**config.mk**
```make
export PLATFORM = sky130hd
export DESIGN_NAME = audio_acr_meter
export DESIGN_NICKNAME = d
export VERILOG_FILES = /design/src/rtl/audio_pkg.sv /design/src/rtl/audio_acr_meter.sv
export SDC_FILE = /design/constraint.sdc
export NUM_CORES = 1
export LEC_CHECK = 0
export ABC_AREA = 1
export BUFFER_PORTS_ARGS = -buffer_cell sky130_fd_sc_hd__buf_2
export CAP_MARGIN = 10
export CELL_PAD_IN_SITES_DETAIL_PLACEMENT = 1
export CELL_PAD_IN_SITES_GLOBAL_PLACEMENT = 2
export CORE_MARGIN = 3
export CORE_UTILIZATION = 25
export CTS_CLUSTER_DIAMETER = 30
export DETAILED_ROUTE_END_ITERATION = 10
export PLACE_DENSITY_LB_ADDON = 0.12
export SYNTH_ARGS = -nofsm -noshare
export SYNTH_HDL_FRONTEND = slang
export SYNTH_SLANG_ARGS = --single-unit
```
**constraint.sdc**
```tcl
create_clock -name clk -period 4.3 [get_ports clk]
set_clock_uncertainty 0.2 [all_clocks]
set_input_delay 1.075 -clock clk [delete_from_list [all_inputs] [get_ports clk]]
set_output_delay 1.075 -clock clk [all_outputs]
set_load 0.01 [all_outputs]
```
**src/rtl/audio_pkg.sv**
```systemverilog
// audio_pkg: shared widths, standard HDMI ACR N values, meter states and helpers.
package audio_pkg;
    localparam int CTS_W  = 20;
    localparam int N_32K  = 4096;
    localparam int N_44K1 = 6272;
    localparam int N_48K  = 6144;
    localparam int N_192K = 24576;
    typedef enum logic {IDLE, MEASURE} state_t;
    function automatic logic [CTS_W-1:0] abs_diff(input logic [CTS_W-1:0] a, input logic [CTS_W-1:0] b);
        return (a > b) ? a - b : b - a;
    endfunction
endpackage

```
**src/rtl/audio_acr_meter.sv**
```systemverilog
// audio_acr_meter: measures HDMI ACR CTS as clk cycles per N/128 audio strobes and flags lock.
module audio_acr_meter
    import audio_pkg::*;
#(
    parameter int N   = N_192K,
    parameter int TOL = 2,
    parameter int TMO = (1 << CTS_W) - 1
) (
    input  logic             clk,
    input  logic             reset,
    input  logic             audio_stb,
    output logic [CTS_W-1:0] n_value,
    output logic [CTS_W-1:0] cts,
    output logic             cts_stb,
    output logic             locked
);
    localparam int WIN = N / 128;
    localparam int SW  = $clog2(WIN + 1);
    localparam logic [CTS_W-1:0] TOL_V = CTS_W'(TOL);
    state_t           state, state_nx;
    logic [CTS_W-1:0] cyc, prev, cyc_inc;
    logic [SW-1:0]    scnt;
    logic             has_prev, timeout, close;
    assign n_value = CTS_W'(N);
    assign cyc_inc = cyc + CTS_W'(1);
    // timeout outranks a coincident strobe, so that strobe can neither close nor open a window
    always_comb begin
        timeout  = state == MEASURE && cyc == CTS_W'(TMO);
        close    = state == MEASURE && !timeout && audio_stb && scnt == SW'(WIN - 1);
        state_nx = timeout ? IDLE : (state == IDLE && audio_stb) ? MEASURE : state;
    end
    always_ff @(posedge clk) begin
        if (reset) begin
            state    <= IDLE;
            cyc      <= '0;
            scnt     <= '0;
            cts      <= '0;
            prev     <= '0;
            cts_stb  <= 1'b0;
            locked   <= 1'b0;
            has_prev <= 1'b0;
        end else begin
            state   <= state_nx;
            cts_stb <= close;
            if (state == IDLE) begin
                cyc      <= '0;
                scnt     <= '0;
                has_prev <= 1'b0;
            end else if (timeout) begin
                cyc    <= '0;
                scnt   <= '0;
                locked <= 1'b0;
            end else if (close) begin
                cts      <= cyc_inc;
                prev     <= cyc_inc;
                cyc      <= '0;
                scnt     <= '0;
                has_prev <= 1'b1;
                locked   <= has_prev && abs_diff(cyc_inc, prev) <= TOL_V;
            end else begin
                cyc  <= cyc_inc;
                scnt <= scnt + SW'(audio_stb);
            end
        end
    end
endmodule

```
==> metrics.csv <==
metric,value,unit
drtAntennaViolNets,0,
syn_to_final_growth,11.6,%
nNetsFinal,912,
syn_area_per_cell,6.00,sq um
status,"complete, no violations",
synth_cells,842,
gp_congestion,0.816,
vias,4991,
coreArea,0.0197,sq mm
cts_tree,built,
hold_path_class,reg -> reg,
synthFlopType,dfxtp_1,
holdBufCountCts,0,
vdd_ir_drop_max,0.132,mV
via_per_inst,4.41,
grt_pass1_wl,28400,um
cts_max_level,2,
synth_common_cells,"nand2_1 (254), inv_1 (154), nor2_1 (72), nand3_1 (53), dfxtp_1 (52)",
synth.top_cell.area_share,20.6,%
ys_seq_elements,52,
path_common_cell,nand2_1,
floorplan.rows,51,
endpoint_kind,flop,
stdcell_area,0.00564,sq mm
cp_data_arrival_time,3.96,ns
relSlewSlack,65.0,%
power_density,181,mW/mm^2
clockBufferDepth,2,
setup_viol,0,
holdWs,0.286,ns
finalSetupTns,0,ns
synth_top_cells_by_area,"dfxtp_1 (21%), nand2_1 (19%), inv_1 (11%), ha_1 (10%), nor2_1 (5.4%)",
synth-edff-count,0,
finalCritPeriodShare,91.2,%
start_util,25.7,%
synth_cell_type_count,39,
crit_fanout,9,
cellLeakagePower,3.01,nW
grt_pass1_vias,5364,
cts_sinks,52,
slew_violations,0,
maxCapViolCount,0,
crit_path_start_kind,flop,
fillers,2617,
dr.first_iter.drc_count,130,
die_w,148,um
worstSkewPairLatency,0.30,ns
yosysWarnings,0,
path_clk_slew,0.08,ns
syn-cell-area,0.00505,sq mm
post_dp_cell_area,0.00540,sq mm
cp_slowest_cell,dfxtp_1,
antenna_found_initial,0,
avgRoutedWirePerCell,15.7,um
finalPower,1.02,mW
worstMarginPinSlew,0.518,ns
fp.dieH,148,um
yosysMostFrequentCell,nand2_1,
hpwl,15100,um
synth_top_area_cell,dfxtp_1,
cp.required,4.34,ns
drc,0,
track_usage,16.3,%
drive_gt1_share,11.2,%
finalHoldViolations,0,
grt_max_degree,38,
yosysSeqAreaShare,20.6,%
firstDrtPassIters,4,
ioPinCount,45,
clockRootBuffer,clkbuf_16,
wl,17700,um
crit_type,reg -> reg,
numCtsBuffers,5,
dieArea,0.0219,sq mm
antenna_cells,0,
fin_crit,3.92,ns
io_buffers,24,
grt_overflow_total,0,
async_flop_share,0,%
critPathMaxStageDelay,0.35,ns
fmax,255,MHz
-- flip-flops by register name (all words and copies together), names as in the netlist --
signal	flops
prev	20
state	1
locked	1
cts_stb	1
cyc	20
has_prev	1
scnt	8
-- critical path: cells and delay by family (launching register included) --
family / cells / cell delay [ns]
AO/OA/AOI/OAI: 2 / 0.38
XOR/XNOR: 1 / 0.27
adder cells (fa/ha/maj): 1 / 0.25
buffers and inverters: 3 / 0.27
flip-flops: 1 / 0.35
AND/OR/NAND/NOR: 18 / 2.11
-- cell usage in the layout, fill, tap and decap left out, types with 2 or more instances in the layout --
| master | n |
|---|---|
| buf_4 | 8 |
| nor2_1 | 69 |
| a21oi_1 | 49 |
| ha_4 | 2 |
| or2_2 | 3 |
| xor2_1 | 20 |
| nand3_1 | 53 |
| xnor2_1 | 5 |
| nand2_4 | 2 |
| nand3_2 | 3 |
| o211ai_1 | 2 |
| inv_1 | 154 |
| inv_2 | 3 |
| nand4_1 | 14 |
| o21ai_1 | 2 |
| nor2_4 | 3 |
| nor3_1 | 6 |
| o21ai_0 | 24 |
| conb_1 | 20 |
| xor2_2 | 3 |
| nand2_1 | 254 |
| dfxtp_2 | 2 |
| nor2_2 | 20 |
| nand3_4 | 2 |
| nor4_1 | 2 |
| buf_2 | 24 |
| fa_1 | 2 |
| nand2_2 | 7 |
| dfxtp_1 | 49 |
| clkbuf_16 | 5 |
| clkinvlp_4 | 2 |
| ha_2 | 2 |
| ha_1 | 38 |
-- report_power, final --
group | leakage (nW) | internal, mW | switching (mW)
Sequential | 0.421 | 0.483 | 0.00262
Clock | 0.0680 | 0.221 | 0.206
Combinational | 2.52 | 0.0320 | 0.0791
-- final timing paths --
check                 from       end  slack, ns  cells past startpoint
setup / recovery    cyc[3]    locked       0.38                     25
hold / removal    has_prev  has_prev       0.29                      2
setup reg to reg    cyc[3]    locked       0.38                     25
hold reg to reg   has_prev  has_prev       0.29                      2
-- metal layers --
layer | global-route usage, % | part of all wire [%] | up-vias
li1 | - | - | 2587
met2 | 28.1 | 47 | 38
met4 | 2.96 | 0.95 | 0
met5 | 0 | 0 | -
met3 | 1.22 | 1.3 | 11
met1 | 22.6 | 51 | 2355
-- kinds of logic (layout without fill, tap and decap cells) --
kind of cell	Yosys count	in the layout	share of synthesized area (%)
simple gates	445	445	38.7
compound gates	80	80	8.20
other cells	2	20	0.149
buf+inv	191	197	16.2
xor+xnor	28	28	5.00
flops	52	52	20.6
fa+ha+maj	44	44	11.2
-- timing repair --
item,in CTS,in global routing
setup buffers,0,1
endpoints found under the setup margin,1,1
pin swaps,0,2
gates resized for setup,1,18
-- through the flow --
step	utilization [%]	std cells	setup WS [ns]
floorplan	-	860	0.807
global placement	27.5	1122	0.168
detailed placement	27.5	1122	0.00449
CTS	28.2	1130	0.00703
global route	28.7	1131	-0.00707
finish	28.7	1131	0.379
-- layout make-up --
class | count | area (sq um) | share of cell area [%]
inverter | 157 | 589 | 10.5
timing repair buffer | 32 | 180 | 3.20
clock inverter | 3 | 26.3 | 0.466
clock buffer | 5 | 125 | 2.22
tap | 265 | 332 | 5.88
sequential | 52 | 1050 | 18.6
multi-input combinational | 617 | 3340 | 59.2
No activity file was read; power rests on OpenSTA's default activity.
